### config.mk
export PLATFORM = sky130hd
export DESIGN_NAME = mem_access_ctrl
export DESIGN_NICKNAME = d
export VERILOG_FILES = /design/src/rtl/mem_access_ctrl_pkg.sv /design/src/rtl/mem_access_ctrl_byte_lane.sv /design/src/rtl/mem_access_ctrl.sv
export SDC_FILE = /design/constraint.sdc
export NUM_CORES = 1
export LEC_CHECK = 0
export CAP_MARGIN = 20
export CORE_MARGIN = 10
export CORE_UTILIZATION = 45
export CTS_BUF_LIST = sky130_fd_sc_hd__clkbuf_2 sky130_fd_sc_hd__clkbuf_4 sky130_fd_sc_hd__clkbuf_8
export CTS_CLUSTER_SIZE = 8
export DETAILED_ROUTE_END_ITERATION = 10
export PLACE_DENSITY_LB_ADDON = 0.1
export SYNTH_ARGS = -nofsm -noshare
export SYNTH_HDL_FRONTEND = slang
export SYNTH_SLANG_ARGS = --single-unit
### constraint.sdc
create_clock -name clk -period 3.1 [get_ports clk]
set_input_delay 0.775 -clock clk [delete_from_list [all_inputs] [get_ports clk]]
set_output_delay 0.775 -clock clk [all_outputs]
set_load 0.05 [all_outputs]
### src/rtl/mem_access_ctrl_pkg.sv
// Shared types for the MEM-stage data-memory sequencer: memory op encoding,
// sequencer state encoding and small op-classification helpers.
package mem_access_ctrl_pkg;

    typedef enum logic [2:0] {
        OP_NONE = 3'd0,
        OP_LDW  = 3'd1,
        OP_LDB  = 3'd2,
        OP_STW  = 3'd3,
        OP_STB  = 3'd4,
        OP_LDI  = 3'd5,
        OP_STI  = 3'd6
    } mem_op_t;

    typedef enum logic [1:0] {
        ST_IDLE = 2'd0,
        ST_ACC1 = 2'd1,
        ST_ACC2 = 2'd2,
        ST_DONE = 2'd3
    } mem_state_t;

    // Encoding 3'd7 is unused; it is treated like NONE so it can never hang the pipe.
    function automatic logic op_is_valid(input logic [2:0] op);
        return (op != 3'd0) && (op != 3'd7);
    endfunction

    function automatic logic op_is_byte(input mem_op_t op);
        return (op == OP_LDB) || (op == OP_STB);
    endfunction

    function automatic logic op_is_indirect(input mem_op_t op);
        return (op == OP_LDI) || (op == OP_STI);
    endfunction

endpackage

### src/rtl/mem_access_ctrl_byte_lane.sv
// Byte-lane steering for the data port: byte enables, store data replication
// and the zero-extended LDB byte select. Purely combinational.
module mem_access_ctrl_byte_lane #(
    parameter int WIDTH = 16
) (
    input  logic             byte_acc_i,
    input  logic             acc_lsb_i,
    input  logic [WIDTH-1:0] src_i,
    input  logic [WIDTH-1:0] rword_i,
    input  logic             rd_lsb_i,
    output logic [1:0]       mbe_o,
    output logic [WIDTH-1:0] wdata_o,
    output logic [WIDTH-1:0] ldb_o
);

    // Word accesses use both lanes; byte accesses pick the lane from address bit 0.
    always_comb begin
        mbe_o   = 2'b11;
        wdata_o = src_i;
        if (byte_acc_i) begin
            mbe_o   = acc_lsb_i ? 2'b10 : 2'b01;
            wdata_o = {(WIDTH/8){src_i[7:0]}};
        end
        ldb_o = {{(WIDTH-8){1'b0}}, (rd_lsb_i ? rword_i[15:8] : rword_i[7:0])};
    end

endmodule

### src/rtl/mem_access_ctrl.sv
// MEM-stage data-memory sequencer for the LC-3b pipeline.
// Runs LDR/LDB/STR/STB and indirect LDI/STI against a handshaked data port and
// stalls the pipeline while an access is outstanding.
// Optional build macro: MEM_STALL_CNT_EN adds a saturating stall-cycle counter.
//
// state | meaning
// IDLE  | waiting for a valid non-NONE request from EX/MEM
// ACC1  | first access at latched addr (pointer read for LDI/STI)
// ACC2  | second access at pointer (LDI read / STI write)
// DONE  | results valid for one cycle, pipeline advances
module mem_access_ctrl
    import mem_access_ctrl_pkg::*;
#(
    parameter int WIDTH       = 16,
    parameter int STALL_CNT_W = 32
) (
    input  logic                   clk,
    input  logic                   reset,
    input  logic                   req_valid,
    input  logic [2:0]             req_op,
    input  logic [WIDTH-1:0]       req_addr,
    input  logic [WIDTH-1:0]       req_wdata,
    output logic                   stall_out,
    output logic                   done,
    output logic [WIDTH-1:0]       rdata_out,
    output logic [WIDTH-1:0]       ldb_shift_out,
    output logic [WIDTH-1:0]       addr_out,
    output logic                   d_read,
    output logic                   d_write,
    output logic [1:0]             d_mbe,
    output logic [WIDTH-1:0]       d_addr,
    output logic [WIDTH-1:0]       d_wdata,
    input  logic [WIDTH-1:0]       d_rdata,
    input  logic                   d_resp,
    output logic [STALL_CNT_W-1:0] stall_cycles
);

    mem_state_t       state_q;
    mem_op_t          op_q;
    logic [WIDTH-1:0] addr_q;
    logic [WIDTH-1:0] wdata_q;
    logic [WIDTH-1:0] ptr_q;
    logic [WIDTH-1:0] rdata_q;
    logic [WIDTH-1:0] addr_out_q;

    logic             byte_acc;
    logic [WIDTH-1:0] acc_addr;
    logic [1:0]       lane_mbe;
    logic [WIDTH-1:0] lane_wdata;

    // Sequencer: latch the request, walk the one or two accesses, pulse DONE.
    always_ff @(posedge clk) begin
        if (reset) begin
            state_q    <= ST_IDLE;
            op_q       <= OP_NONE;
            addr_q     <= '0;
            wdata_q    <= '0;
            ptr_q      <= '0;
            rdata_q    <= '0;
            addr_out_q <= '0;
        end else begin
            case (state_q)
                ST_IDLE: begin
                    if (req_valid && op_is_valid(req_op)) begin
                        op_q    <= mem_op_t'(req_op);
                        addr_q  <= req_addr;
                        wdata_q <= req_wdata;
                        state_q <= ST_ACC1;
                    end
                end
                ST_ACC1: begin
                    if (d_resp) begin
                        if (op_is_indirect(op_q)) begin
                            ptr_q   <= d_rdata;
                            state_q <= ST_ACC2;
                        end else begin
                            if ((op_q == OP_LDW) || (op_q == OP_LDB)) begin
                                rdata_q <= d_rdata;
                            end
                            addr_out_q <= addr_q;
                            state_q    <= ST_DONE;
                        end
                    end
                end
                ST_ACC2: begin
                    if (d_resp) begin
                        if (op_q == OP_LDI) begin
                            rdata_q <= d_rdata;
                        end
                        addr_out_q <= ptr_q;
                        state_q    <= ST_DONE;
                    end
                end
                ST_DONE: begin
                    state_q <= ST_IDLE;
                end
                default: begin
                    state_q <= ST_IDLE;
                end
            endcase
        end
    end

    // Strobe decode depends only on state and latched request, never on req_* or d_resp.
    always_comb begin
        d_read   = 1'b0;
        d_write  = 1'b0;
        byte_acc = 1'b0;
        acc_addr = addr_q;
        case (state_q)
            ST_ACC1: begin
                byte_acc = op_is_byte(op_q);
                d_read   = (op_q == OP_LDW) || (op_q == OP_LDB) || op_is_indirect(op_q);
                d_write  = (op_q == OP_STW) || (op_q == OP_STB);
            end
            ST_ACC2: begin
                acc_addr = ptr_q;
                d_read   = (op_q == OP_LDI);
                d_write  = (op_q == OP_STI);
            end
            default: ;
        endcase
        d_addr  = (d_read || d_write) ? {acc_addr[WIDTH-1:1], 1'b0} : '0;
        d_mbe   = (d_read || d_write) ? lane_mbe : 2'b00;
        d_wdata = d_write ? lane_wdata : '0;
    end

    mem_access_ctrl_byte_lane #(.WIDTH(WIDTH)) u_byte_lane (
        .byte_acc_i (byte_acc),
        .acc_lsb_i  (addr_q[0]),
        .src_i      (wdata_q),
        .rword_i    (rdata_q),
        .rd_lsb_i   (addr_out_q[0]),
        .mbe_o      (lane_mbe),
        .wdata_o    (lane_wdata),
        .ldb_o      (ldb_shift_out)
    );

    // Stall covers the accept cycle plus every access cycle; forced low while in reset.
    assign stall_out = !reset && (((state_q == ST_IDLE) && req_valid && op_is_valid(req_op))
                                  || (state_q == ST_ACC1) || (state_q == ST_ACC2));
    assign done      = (state_q == ST_DONE);
    assign rdata_out = rdata_q;
    assign addr_out  = addr_out_q;

`ifdef MEM_STALL_CNT_EN
    logic [STALL_CNT_W-1:0] stall_cnt_q;
    logic [STALL_CNT_W-1:0] stall_cnt_d;

    // Saturating count of stalled cycles.
    always_comb begin
        stall_cnt_d = stall_cnt_q;
        if (stall_out && (stall_cnt_q != '1)) begin
            stall_cnt_d = stall_cnt_q + STALL_CNT_W'(1);
        end
    end

    // Counter register, cleared by reset.
    always_ff @(posedge clk) begin
        if (reset) begin
            stall_cnt_q <= '0;
        end else begin
            stall_cnt_q <= stall_cnt_d;
        end
    end

    assign stall_cycles = stall_cnt_q;
`else
    assign stall_cycles = '0;
`endif

endmodule
==> flow_summary.yaml, run 1 <==
synth:
  yosysSeqAreaShare: 0.388
  yosys.cell_types.count: 39
  synth_top_family_by_area: "simple AND/OR/NAND/NOR gates"
  syn_inst: 518
  synth.top_cell.area_share: 0.388
  syn-cell-area_mm2: 0.00439
  synth_seq_cells: 85
  synth-compound-area-share: 0.158
  synth_mux_area_frac: 0.0778
  yosysMostFrequentCell: "nand2_1"
  synth_flop_cell: "dfxtp_1"
  postSynth.asyncResetShare: 0
  ys_top_cells_by_count: "nand2_1 (105), dfxtp_1 (85), a21oi_1 (56)"
  synthAdderAreaFrac: 0.0257
  synthSimpleGateAreaFrac: 0.218
  ys_top_cells_by_area: "dfxtp_1 (39%), nand2_1 (9.0%), buf_4 (8.0%), a21oi_1 (6.4%), mux2i_1 (5.5%)"
  ys_warn_count: 0
  synth-edff-count: 0
  yosys.area.top_type: "dfxtp_1"
  avgSynthCellArea_um2: 8.47
  synthXorXnorAreaFrac: 0
place:
  dpl.hpwl_mm: 9.50
  portBuffers: 131
  place_area_mm2: 0.00590
  globalplace.congestion: 0.768
worst_setup_path:
  critPathKind: "in -> out"
  cp_slowest_cell: "clkdlybuf4s50_1"
  crit_required_ps: 2320
  crit_path_max_incr_delay_ps: 460
  path_cells: "clkdlybuf4s50_1, and3_4, or3_1, a21oi_2, buf_12"
  cp-end-kind: "output port"
  critPathMaxFanout: 4
  critPathLaunchType: "input pin"
  critical_path_arrival_ps: 2230
floorplanning:
  die-area_mm2: 0.0141
  core_area_mm2: 0.00937
  die_height_um: 119
  ios: 173
  fp.dieW_um: 119
  start_util: 0.468
  rows: 35
global_routing:
  grt_pass1_wl_mm: 20.3
  antenna_found_initial: 0
  grt_max_degree: 102
  grt_usage: 0.173
  overflow: 0
  grt_pass1_vias: 3875
cells_and_area:
  drive_above_1_share: 0.195
  area_growth_pct: 41.6
  diodes: 0
  design_area_mm2: 0.00621
  nNetsFinal: 696
sta:
  period_minus_slack_ps: 3000
  whs_ps: 455
  hold_viol_final: 0
  rsz0062_at_grt: "true"
  tightestPinTransition_ps: 1040
  slew_headroom: 0.308
  fmax_mhz: 333
  finalCritPeriodShare: 0.968
  setup_viol: 0
  slew_viol_final: 0
  finClkSkew_ps: 18.2
power:
  comb_power_share: 0.471
  internal_power_mw: 2.32
  clkPwrFrac: 0.197
  switching_share: 0.433
  sequentialPowerShare: 0.332
  leakage_nw: 2.29
  power_switching_mw: 1.78
  irDropWorstVdd_uv: 773
  p_per_area_mw_per_mm2: 660
clock_tree:
  ctsHoldBuffers: 0
  cts_tree: "built"
  h-tree-depth: 3
  cts_buffer_depth: 2
  clkTransAtPathRegs_ps: 90
  insertion_delay_ps: 350
  cts.sinks: 85
  cts_buffers: 9
  clockRootBuffer: "clkbuf_8"
route:
  vias: 3733
  ant_nets: 0
  drc: 0
  totalWireLength_mm: 12.7
  drt_first_pass_iters: 4
  drt_iter0_drc: 215
  viasPerCell: 4.87
  wl_per_cell_um: 16.6
hold_path:
  hp-class: "reg -> reg"
outcome:
  outcome: "completed"
flow_run:
  max-cap-violations: 0
==> critical path: cells and delay by family <==
kind | cells | cell delay (ps)
AND/OR/NAND/NOR | 2 | 630
buffers and inverters | 2 | 620
AO/OA/AOI/OAI | 1 | 200
==> routing by layer <==
| layer | global-route usage | vias to the layer above | routed length [um] |
|---|---|---|---|
| li1 | - | 1882 | - |
| met1 | 0.196 | 1732 | 5240 |
| met3 | 0.0704 | 9 | 972 |
| met5 | 0 | - | 0 |
| met4 | 0.0366 | 0 | 123 |
| met2 | 0.300 | 110 | 6370 |
==> flip-flops by register name, summed over array words and instances, names as in the netlist <==
name       cells
addr_out      16
state_q        2
op_q           3
rdata_out     16
wdata_q       16
ptr_q         16
addr_q        16
==> area by class of cell <==
| class | instances | area, um^2 |
|---|---|---|
| Timing Repair Buffer | 142 | 1760 |
| Sequential cell | 85 | 1700 |
| Multi-Input combinational cell | 387 | 2360 |
| Clock inverter | 6 | 70.1 |
| Fill cell | 810 | 3160 |
| Clock buffer | 10 | 131 |
| Inverter | 7 | 26.3 |
| Tap cell | 129 | 161 |
==> repair_timing <==
action | 4_1_cts | 5_1_grt
setup buffers | 1 | 0
endpoints found under the setup margin | 26 | 25
resized for setup | 7 | 22
pin swaps | 1 | 0
==> layout by cell type, fill, tap and decap left out, types with 13 or more instances in the layout <==
| cell | instances |
|---|---|
| nand2_1 | 104 |
| nand2b_1 | 17 |
| a211oi_2 | 16 |
| nor2_1 | 27 |
| nand4b_1 | 16 |
| dfxtp_1 | 85 |
| buf_12 | 37 |
| a21oi_1 | 55 |
| nor2_2 | 15 |
| clkdlybuf4s50_1 | 94 |
| o21ai_0 | 13 |
| mux2i_1 | 24 |
| conb_1 | 41 |
==> power groups by stage <==
stage	clock, mW	sequential, mW	combinational (mW)
2_1_floorplan	0	1.56	1.37
3_3_place_gp	0	1.38	1.85
3_5_place_dp	0	1.39	1.89
4_1_cts	0.830	1.36	1.91
5_1_grt	0.879	1.38	2.11
6_report	0.807	1.36	1.93
==> through the flow <==
stage / instances / setup TNS, ps / util / power (mW) / setup slack [ps]
after detailed placement: 749 / 0 / 0.630 / 3.27 / 93.6
after CTS: 766 / 0 / 0.655 / 4.10 / 3.52
after global routing: 766 / -72.3 / 0.663 / 4.37 / -24.6
after global placement: 749 / 0 / 0.630 / 3.23 / 141
final: 766 / 0 / 0.663 / 4.10 / 99.1
after floorplan: 558 / -904 / - / 2.93 / -83.4
==> final timing paths <==
path         slack, ps           end  startpoint  cells past startpoint
min reg2reg        460     addr_q[3]   addr_q[3]                      2
max                100     stall_out   req_op[0]                      5
min                460     addr_q[3]   addr_q[3]                      2
max reg2reg       1040  addr_out[12]  state_q[0]                      7
==> logic make-up after synthesis <==
kind of cell | count (synthesis)
AND/OR/NAND/NOR | 203
AO/OA/AOI/OAI | 101
buffers and inverters | 86
flip-flops | 85
multiplexers | 33
adder cells (fa/ha/maj) | 9
other | 1
No activity file was read; power rests on OpenSTA's default activity.
==> run 2, diff against run 1 <==
--- a/config.mk
+++ b/config.mk
@@ -7,7 +7,7 @@
 export LEC_CHECK = 0
 export CAP_MARGIN = 20
 export CORE_MARGIN = 10
-export CORE_UTILIZATION = 45
+export CORE_UTILIZATION = 38
 export CTS_BUF_LIST = sky130_fd_sc_hd__clkbuf_2 sky130_fd_sc_hd__clkbuf_4 sky130_fd_sc_hd__clkbuf_8
 export CTS_CLUSTER_SIZE = 8
 export DETAILED_ROUTE_END_ITERATION = 10
==> run 2 against run 1 <==
Clock-buffer cell count up 2; hold slack about the same; first-iteration DRC count down 32%; non-clock buffer count up 2; core utilization down 12 points; sequential share of layout area up 0.25 points; flip-flop and latch count unchanged; sequential power about the same; register-to-register slack worse by 30 ps; critical path depth unchanged; clock skew down 14 ps; clock power down 13%; critical path type unchanged; largest power group unchanged; highest routed layer unchanged.
==> flow_summary.yaml, run 2 (same netlist as run 1, synthesis figures left out) <==
floorplanning:
  ios: 173
  start_util: 0.386
  core_area_mm2: 0.0114
  die-area_mm2: 0.0162
  die_height_um: 127
  rows: 39
  fp.dieW_um: 127
global_routing:
  antenna_found_initial: 1
  grt_max_degree: 53
  overflow: 0
  grt_pass1_wl_mm: 21.0
  grt_usage: 0.157
  grt_pass1_vias: 3994
sta:
  finClkSkew_ps: 4.59
  period_minus_slack_ps: 3010
  fmax_mhz: 332
  slew_headroom: 0.589
  finalCritPeriodShare: 0.972
  hold_viol_final: 0
  setup_viol: 0
  layout_setup_ws_ps: 86.9
  tightestPinTransition_ps: 617
  rsz0062_at_grt: "false"
  slew_viol_final: 0
route:
  wl_met2_mm: 6.60
  drc: 0
  wl_met3_mm: 1.23
  wl_per_cell_um: 16.7
  wl_met1_mm: 5.14
  ant_nets: 0
  highest_layer: "met4"
  vias: 3800
  drt_first_pass_iters: 4
  viasPerCell: 4.87
  drt_iter0_drc: 146
  totalWireLength_mm: 13.1
flow_run:
  max-cap-violations: 0
worst_setup_path:
  cp-end-kind: "output port"
  critPathKind: "in -> out"
  critPathMaxFanout: 4
  critical_path_arrival_ps: 2240
  critPathLaunchType: "input pin"
  crit_required_ps: 2320
place:
  pre_cts_ws_ps: 100
  globalplace.congestion: 0.757
  portBuffers: 131
  place_area_mm2: 0.00592
  dpl.hpwl_mm: 9.93
  place_inst: 764
cells_and_area:
  design_area_mm2: 0.00616
  area_growth_pct: 40.4
  mostFrequentLayoutCells: "nand2_1 (104), clkdlybuf4s50_1 (94), dfxtp_1 (84)"
  drive_above_1_share: 0.176
  finalNonFillerCells: 781
  nNetsFinal: 698
  layout_commonest_cell: "nand2_1"
clock_tree:
  ctsHoldBuffers: 0
  insertion_delay_ps: 350
  cts.sinks: 85
  cts_buffer_depth: 2
  h-tree-depth: 3
  cts_tree: "built"
  clkTransAtPathRegs_ps: 80
  cts_buffers: 9
  clockRootBuffer: "clkbuf_8"
power:
  p_per_area_mw_per_mm2: 646
  irDropWorstVdd_uv: 649
  leakage_nw: 2.30
hold_path:
  hp-class: "reg -> reg"
outcome:
  outcome: "completed"
run 2: path summary, 6_finish.rpt:
check | startpoint | cells after the start | slack [ps] | endpoint
setup / recovery | req_op[1] | 5 | 90 | stall_out
hold / removal | addr_q[3] | 2 | 460 | addr_q[3]
setup reg to reg | state_q[1] | 8 | 1010 | rdata_out[6]
hold reg to reg | addr_q[3] | 2 | 460 | addr_q[3]
run 2: cell type report:
| class | count | area (um^2) |
|---|---|---|
| sequential | 85 | 1700 |
| inverter | 7 | 26.3 |
| clock buffer | 12 | 159 |
| clock inverter | 2 | 10.0 |
| multi-input combinational | 387 | 2300 |
| tap | 143 | 179 |
| antenna | 1 | 2.50 |
| timing repair buffer | 144 | 1780 |
| fill | 1075 | 5210 |
run 2: layer usage:
layer	GRT usage	vias up
li1	-	1888
met1	0.168	1802
met2	0.274	103
met3	0.0765	7
met4	0.0315	0
met5	0	-
run 2: timing repair:
action                     CTS  global route
pin swaps                    0             1
resized for setup            7             6
hold endpoints to repair     0             0
setup endpoints to repair   25            25
buffers inserted             1             1
run 2: report_power, final:
part           total [mW]  internal (mW)  switching, mW  leakage, nW
registers            1.36           1.25          0.110        0.692
logic                1.91          0.681           1.23         1.52
clock network       0.702          0.333          0.369       0.0915
run 2: metrics by stage:
stage	TNS, ps	utilization	hold WS (ps)	power [mW]
after detailed placement	0	0.521	447	3.28
after global placement	0	0.521	441	3.24
final	0	0.542	455	3.98
after CTS	0	0.539	458	4.01
after global routing	0	0.542	480	4.25
after floorplan	-904	-	436	2.93
run 2: worst max-delay path, stage by stage:
cell and delay [ps]:
clkdlybuf4s50_1 460, and3_4 230, or3_1 410, a21oi_2 200
buf_12 160
